<file path="config.mk">
export PLATFORM = sky130hd
export DESIGN_NAME = sand_sweep
export DESIGN_NICKNAME = d
export VERILOG_FILES = /design/src/rtl/sand_sweep.sv
export SDC_FILE = /design/constraint.sdc
export NUM_CORES = 1
export LEC_CHECK = 0
export ABC_CLOCK_PERIOD_IN_PS = 4600
export BUFFER_PORTS_ARGS = -buffer_cell sky130_fd_sc_hd__buf_2
export CAP_MARGIN = 40
export CORE_ASPECT_RATIO = 2
export CORE_MARGIN = 2
export CORE_UTILIZATION = 40
export CTS_BUF_LIST = sky130_fd_sc_hd__clkbuf_8 sky130_fd_sc_hd__clkbuf_16
export DETAILED_ROUTE_END_ITERATION = 10
export REMOVE_ABC_BUFFERS = 1
export SETUP_SLACK_MARGIN = 0.15
export SLEW_MARGIN = 20
export SYNTH_ARGS = -nofsm -noshare
export SYNTH_HDL_FRONTEND = slang
export SYNTH_SLANG_ARGS = --single-unit
</file>
<file path="constraint.sdc">
create_clock -name clk -period 4.6 [get_ports clk]
set_clock_uncertainty 0.05 [all_clocks]
set_input_delay 0.69 -clock clk [delete_from_list [all_inputs] [get_ports clk]]
set_output_delay 0.69 -clock clk [all_outputs]
set_load 0.02 [all_outputs]
</file>
<file path="src/rtl/sand_sweep.sv">
// ============================================================================
// Module   : sand_sweep
// Brief    : Bottom-up full-frame sweep presenting region/floor word pairs of a
//            2-bit-per-cell frame buffer to external cell-update logic and
//            writing the results back. Optional spout flag: SAND_SPOUT_EN.
// Revision : 1.0 - initial release
// ============================================================================
`default_nettype none

module sand_sweep #(
    parameter int WORDS_PER_ROW = 40,
    parameter int ROWS          = 480,
    parameter int ADDR_W        = 15,
    parameter int SPOUT_COL     = 20
) (
    input  logic              clk,
    input  logic              reset_n,
    input  logic              start,
    output logic              busy,
    output logic              done,
    output logic [ADDR_W-1:0] mem_addr,
    output logic              mem_we,
    output logic [31:0]       mem_wdata,
    input  logic [31:0]       mem_rdata,
    output logic [31:0]       region,
    output logic [31:0]       floor,
    output logic              screenbegin,
    output logic              screenend,
    output logic              screenbottom,
    output logic              spout,
    input  logic [31:0]       new_region,
    input  logic [31:0]       new_floor
);

    localparam int COL_W = (WORDS_PER_ROW > 1) ? $clog2(WORDS_PER_ROW) : 1;
    localparam int ROW_W = (ROWS > 2) ? $clog2(ROWS) : 1;

    localparam logic [ROW_W-1:0]  c_ROW_INIT   = ROW_W'(ROWS - 2);
    localparam logic [ROW_W-1:0]  c_ROW_BOTTOM = ROW_W'(ROWS - 2);
    localparam logic [COL_W-1:0]  c_COL_LAST   = COL_W'(WORDS_PER_ROW - 1);
    localparam logic [ADDR_W-1:0] c_RADDR_INIT = ADDR_W'((ROWS - 2) * WORDS_PER_ROW);
    localparam logic [ADDR_W-1:0] c_FADDR_INIT = ADDR_W'((ROWS - 1) * WORDS_PER_ROW);
    // Stepping from the last word of row r to the first word of row r-1.
    localparam logic [ADDR_W-1:0] c_ROW_STEP   = ADDR_W'(2 * WORDS_PER_ROW - 1);

    typedef enum logic [2:0] {
        IDLE = 3'd0,
        RD_R = 3'd1,
        RD_F = 3'd2,
        CAP  = 3'd3,
        WR_R = 3'd4,
        WR_F = 3'd5
    } state_t;

    state_t            r_state;
    logic [ROW_W-1:0]  r_row;
    logic [COL_W-1:0]  r_col;
    logic [ADDR_W-1:0] r_raddr;
    logic [ADDR_W-1:0] r_faddr;
    logic              r_busy;
    logic              r_done;
    logic              r_we;
    logic [ADDR_W-1:0] r_addr;
    logic [31:0]       r_region;
    logic [31:0]       r_floor;
    logic              r_begin;
    logic              r_end;
    logic              r_bottom;

    logic              w_col_last;
    logic              w_last_word;
    logic [COL_W-1:0]  w_next_col;
    logic [ROW_W-1:0]  w_next_row;
    logic [ADDR_W-1:0] w_next_raddr;
    logic [ADDR_W-1:0] w_next_faddr;
    logic              w_flag_load;
    logic              w_flag_clr;
    logic [ROW_W-1:0]  w_flag_row;
    logic [COL_W-1:0]  w_flag_col;

    if (SPOUT_COL < 0 || SPOUT_COL >= WORDS_PER_ROW) begin : g_spout_col_range
        localparam int c_SPOUT_COL_INVALID = SPOUT_COL;
    end

    assign w_col_last   = (r_col == c_COL_LAST);
    assign w_last_word  = w_col_last && (r_row == '0);
    assign w_next_col   = w_col_last ? '0 : r_col + COL_W'(1);
    assign w_next_row   = w_col_last ? r_row - ROW_W'(1) : r_row;
    assign w_next_raddr = w_col_last ? r_raddr - c_ROW_STEP : r_raddr + ADDR_W'(1);
    assign w_next_faddr = w_col_last ? r_faddr - c_ROW_STEP : r_faddr + ADDR_W'(1);

    // Flags are loaded for the word about to start: the current (initial)
    // position on an accepted start, the advanced position otherwise.
    assign w_flag_load = ((r_state == IDLE) && start) || ((r_state == WR_F) && !w_last_word);
    assign w_flag_clr  = (r_state == WR_F) && w_last_word;
    assign w_flag_row  = (r_state == IDLE) ? r_row : w_next_row;
    assign w_flag_col  = (r_state == IDLE) ? r_col : w_next_col;

    always_ff @(posedge clk or negedge reset_n) begin
        if (!reset_n) begin
            r_state  <= IDLE;
            r_row    <= c_ROW_INIT;
            r_col    <= '0;
            r_raddr  <= c_RADDR_INIT;
            r_faddr  <= c_FADDR_INIT;
            r_busy   <= 1'b0;
            r_done   <= 1'b0;
            r_we     <= 1'b0;
            r_addr   <= '0;
            r_region <= '0;
            r_floor  <= '0;
            r_begin  <= 1'b0;
            r_end    <= 1'b0;
            r_bottom <= 1'b0;
        end else begin
            r_done <= 1'b0;
            if (w_flag_load) begin
                r_begin  <= (w_flag_col == '0);
                r_end    <= (w_flag_col == c_COL_LAST);
                r_bottom <= (w_flag_row == c_ROW_BOTTOM);
            end else if (w_flag_clr) begin
                r_begin  <= 1'b0;
                r_end    <= 1'b0;
                r_bottom <= 1'b0;
            end
            case (r_state)
                IDLE: begin
                    if (start) begin
                        r_state <= RD_R;
                        r_busy  <= 1'b1;
                        r_addr  <= r_raddr;
                    end
                end
                RD_R: begin
                    r_state <= RD_F;
                    r_addr  <= r_faddr;
                end
                RD_F: begin
                    r_state  <= CAP;
                    r_region <= mem_rdata;
                end
                CAP: begin
                    r_state <= WR_R;
                    r_floor <= mem_rdata;
                    r_addr  <= r_raddr;
                    r_we    <= 1'b1;
                end
                WR_R: begin
                    r_state <= WR_F;
                    r_addr  <= r_faddr;
                end
                WR_F: begin
                    r_we <= 1'b0;
                    if (w_last_word) begin
                        r_state <= IDLE;
                        r_busy  <= 1'b0;
                        r_done  <= 1'b1;
                        r_addr  <= '0;
                        r_row   <= c_ROW_INIT;
                        r_col   <= '0;
                        r_raddr <= c_RADDR_INIT;
                        r_faddr <= c_FADDR_INIT;
                    end else begin
                        r_state <= RD_R;
                        r_addr  <= w_next_raddr;
                        r_row   <= w_next_row;
                        r_col   <= w_next_col;
                        r_raddr <= w_next_raddr;
                        r_faddr <= w_next_faddr;
                    end
                end
                default: begin
                    r_state <= IDLE;
                    r_busy  <= 1'b0;
                    r_we    <= 1'b0;
                    r_addr  <= '0;
                end
            endcase
        end
    end

`ifdef SAND_SPOUT_EN
    logic r_spout;

    always_ff @(posedge clk or negedge reset_n) begin
        if (!reset_n) begin
            r_spout <= 1'b0;
        end else if (w_flag_load) begin
            r_spout <= (w_flag_row == '0) && (w_flag_col == COL_W'(SPOUT_COL));
        end else if (w_flag_clr) begin
            r_spout <= 1'b0;
        end
    end

    assign spout = r_spout;
`else
    assign spout = 1'b0;
`endif

    // Write data follows the update logic directly: floor is only captured
    // on the edge entering WR_R, so a registered copy would be a cycle late.
    always_comb begin
        mem_wdata = '0;
        if (r_state == WR_R) begin
            mem_wdata = new_region;
        end else if (r_state == WR_F) begin
            mem_wdata = new_floor;
        end
    end

    assign busy         = r_busy;
    assign done         = r_done;
    assign mem_we       = r_we;
    assign mem_addr     = r_addr;
    assign region       = r_region;
    assign floor        = r_floor;
    assign screenbegin  = r_begin;
    assign screenend    = r_end;
    assign screenbottom = r_bottom;

endmodule

`default_nettype wire

</file>
==> qor.csv <==
stage,metric,value,unit
final_layout,nets@finish,1009,
worst_setup_path,CP Launch Type,flop,
clocking,CTS Buf Count,17,
route,1st-iter DRT viols,315,
worst_setup_path,CP Max Fanout,23,
clocking,CTS tree,yes,
floorplan,Die X,98.5,um
clocking,post-CTS setup buffers,0,
timing,Fin Setup TNS,0,ns
floorplan,die height,193,um
global_routing,Tot GR Track Use,0.212,
timing,final worst-path cycle share,0.815,
synthesis,Yosys warnings,0,
synthesis,ys flop type,dfrtp_1,
timing,post-layout min period,3.75,ns
route,Wirelength per Cell,18.0,um
worst_setup_path,arrival time worst endpoint,3.97,ns
placement,RD Place Congestion,0.910,
timing,Slew Limit Fails,0,
synthesis,Syn Area/Cell,10.2,um2
placement,I/O Buffers,215,
synthesis,Synth Area in Simple Gates,0.127,
timing,final setup margin,0.850,ns
route,vias,6468,
timing,worst-margin pin slew,0.777,ns
global_routing,Top Usage Layer GRT,met2,
worst_setup_path,CP Buf/Inv Count,2,
timing,Final Setup Violations,0,
run,max cap viols,0,
pwr,Max VDD drop,0.000176,V
clocking,maximum root-to-sink buffer count,2,
clocking,Worst-path clk slew,0.06,ns
synthesis,"Distinct cells, synth",68,
global_routing,initial antenna violation count,0,
placement,HPWL Detailed,14.5,mm
worst_setup_path,Critical Path Source,r_col[0],
route,Initial DRT Pass Iterations,7,
worst_setup_path,critical setup path kind,reg2reg,
timing,Fin. Hold Viols,0,
clocking,Worst-Skew Late Latency,0.42,ns
min_path,hold crit path type,in2async,
global_routing,met1 Track Usage GR,0.250,
placement,Setup WS pre-CTS,0.945,ns
route,WL final,20.3,mm
floorplan,I/O Pins,217,
final_layout,# diodes,0,
final_layout,share of layout cells above drive strength 1,0.392,
synthesis,Synth Area in Compound Gates,0.209,
synthesis,Synth Cell Area,0.00715,mm2
timing,worst hold margin,0.0608,ns
floorplan,Die Area,0.0190,mm2
worst_setup_path,Worst Path Required,4.82,ns
worst_setup_path,r2r startpoint,r_col[0],
outcome,outcome,finished clean,
synthesis,mux contribution to synthesized area,0.108,
global_routing,M3 GR Usage,0.0422,
synthesis,main combinational cell family by area after synthesis,compound AO/OA/AOI/OAI gates,
worst_setup_path,"slowest stage delay, CP",0.47,ns
floorplan,Core ar.,0.0176,mm2
timing,max frequency,267,MHz
synthesis,Mapped Cells,703,
final_layout,"commonest cells after routing, fill and taps aside","buf_2, dfrtp_1, mux2_2",
worst_setup_path,CP top delay family,compound AO/OA/AOI/OAI gates,
clocking,clock sink total,133,
worst_setup_path,CP max stage cell,o21ai_0,
global_routing,number of global-route vias before repair,6234,
clocking,hold_buf cts,0,
floorplan,Initial Util,0.406,
worst_setup_path,CP endpoint kind,flop,
route,Routed Antenna Nets,0,
pwr,Pleak,4.21,nW
final_layout,area grow syn2layout,26.5,%
synthesis,Adder-Cell Fraction of Synth Area,0.0231,
timing,RSZ-0062 raised after global routing,no,
route,Vias/cell,5.74,
final_layout,"commonest non-fill, non-tap cell in the layout",buf_2,
floorplan,row count,69,
global_routing,GRT met2 Usage,0.370,
synthesis,xor and xnor area share after synthesis,0.0270,
clocking,H-tree Lvls,4,
route,Residual DRC,0,
worst_setup_path,CP Cell Sequence,ha_1 > and3_1 > nand2_1 > inv_1 > buf_4 > ha_1 > o21ai_0 > nor2_1 > a311oi_1 > xnor2_1 > o21ai_0,
clocking,CTS root buffer,clkbuf_16,
synthesis,Post-synth EDFFs,0,
synthesis,"Seq/Total Area, Yosys",0.469,
pwr,PD cells,302,mW/mm2
global_routing,first-pass GRT wire length,31.8,mm
synthesis,synthesis-stage register bit count,133,
clocking,CTS resizes,0,
timing,Relative slew margins,0.482,
synthesis,asr flop ratio synth,1.00,
global_routing,GR Overflow Total,0,
global_routing,largest net degree at the start of global routing,82,
where the power goes:
group / switching (mW) / total, mW / internal (mW)
clock network: 0.514 / 1.30 / 0.791
logic: 0.124 / 0.217 / 0.0927
registers: 0.0124 / 1.21 / 1.20
total: 0.651 / 2.73 / 2.08
sequential cells by signal, indices dropped and copies added, names as in the netlist:
signal and cells:
r_faddr 15, region 32, r_raddr 15, floor 32, r_col 6, mem_addr 15, r_state 3, screenend 1
screenbottom 1, screenbegin 1, r_row 9, busy 1, done 1, mem_we 1
worst paths after layout:
kind                           endpoint  slack, ns  depth (start not counted)
setup / recovery           mem_addr[14]       0.85                         11
hold reg to reg             mem_addr[8]       0.42                          2
hold / removal             mem_addr[13]       0.06                          1
max in group asynchronous   r_faddr[11]       3.70                          2
setup reg to reg           mem_addr[14]       0.85                         11
min in group clk            mem_addr[8]       0.42                          2
area by class of cell:
cell class | count | area [um2]
multi-input combinational | 503 | 3550
fill | 1668 | 8560
tap | 213 | 267
clock inverter | 15 | 144
clock buffer | 17 | 425
inverter | 10 | 37.5
sequential | 133 | 3350
timing repair buffer | 235 | 1270
cell families (layout without fill, tap and decap cells):
logic type | Yosys count | after routing
AO/OA/AOI/OAI | 216 | 216
XOR/XNOR | 22 | 22
adder cells (fa/ha/maj) | 14 | 14
buffers and inverters | 67 | 277
flip-flops | 133 | 133
multiplexers | 69 | 69
other | 1 | 1
AND/OR/NAND/NOR | 181 | 181
metal layers:
layer / vias up / share of wire
li1: 3014 / -
met2: 285 / 0.52
met5: - / 0
met1: 3126 / 0.39
met3: 43 / 0.062
met4: 0 / 0.031
synth_stat cells, types with 5 or more instances:
| master | instances | area (um2) |
|---|---|---|
| nor2_1 | 42 | 158 |
| nand4_1 | 7 | 43.8 |
| a22oi_1 | 8 | 60.1 |
| clkbuf_1 | 46 | 173 |
| a22o_1 | 40 | 350 |
| mux2_2 | 64 | 721 |
| or3_1 | 7 | 43.8 |
| inv_1 | 10 | 37.5 |
| xor2_1 | 7 | 61.3 |
| a31oi_1 | 13 | 81.3 |
| nor3_1 | 19 | 95.1 |
| and3_1 | 8 | 50.1 |
| or4_1 | 5 | 37.5 |
| nand2_1 | 46 | 173 |
| xnor2_1 | 15 | 131 |
| buf_1 | 5 | 18.8 |
| buf_2 | 5 | 25.0 |
| nand2b_1 | 10 | 62.6 |
| a21oi_1 | 44 | 220 |
| o211ai_1 | 5 | 37.5 |
| ha_1 | 10 | 125 |
| o31ai_1 | 8 | 60.1 |
| dfrtp_1 | 113 | 2830 |
| nand3_1 | 12 | 60.1 |
| dfstp_2 | 20 | 526 |
| mux2i_1 | 5 | 50.1 |
| nor4_1 | 5 | 31.3 |
| o21ai_0 | 47 | 235 |
metrics by stage:
| step | power, mW | utilization | cells | instance area (um2) |
|---|---|---|---|---|
| floorplan | 1.33 | - | 646 | 6930 |
| global placement | 1.45 | 0.477 | 1088 | 8390 |
| detailed placement | 1.45 | 0.480 | 1092 | 8450 |
| CTS | 2.78 | 0.512 | 1124 | 9020 |
| global route | 2.85 | 0.514 | 1126 | 9050 |
| finish | 2.73 | 0.514 | 1126 | 9050 |
(Power assumes the default switching activity.)
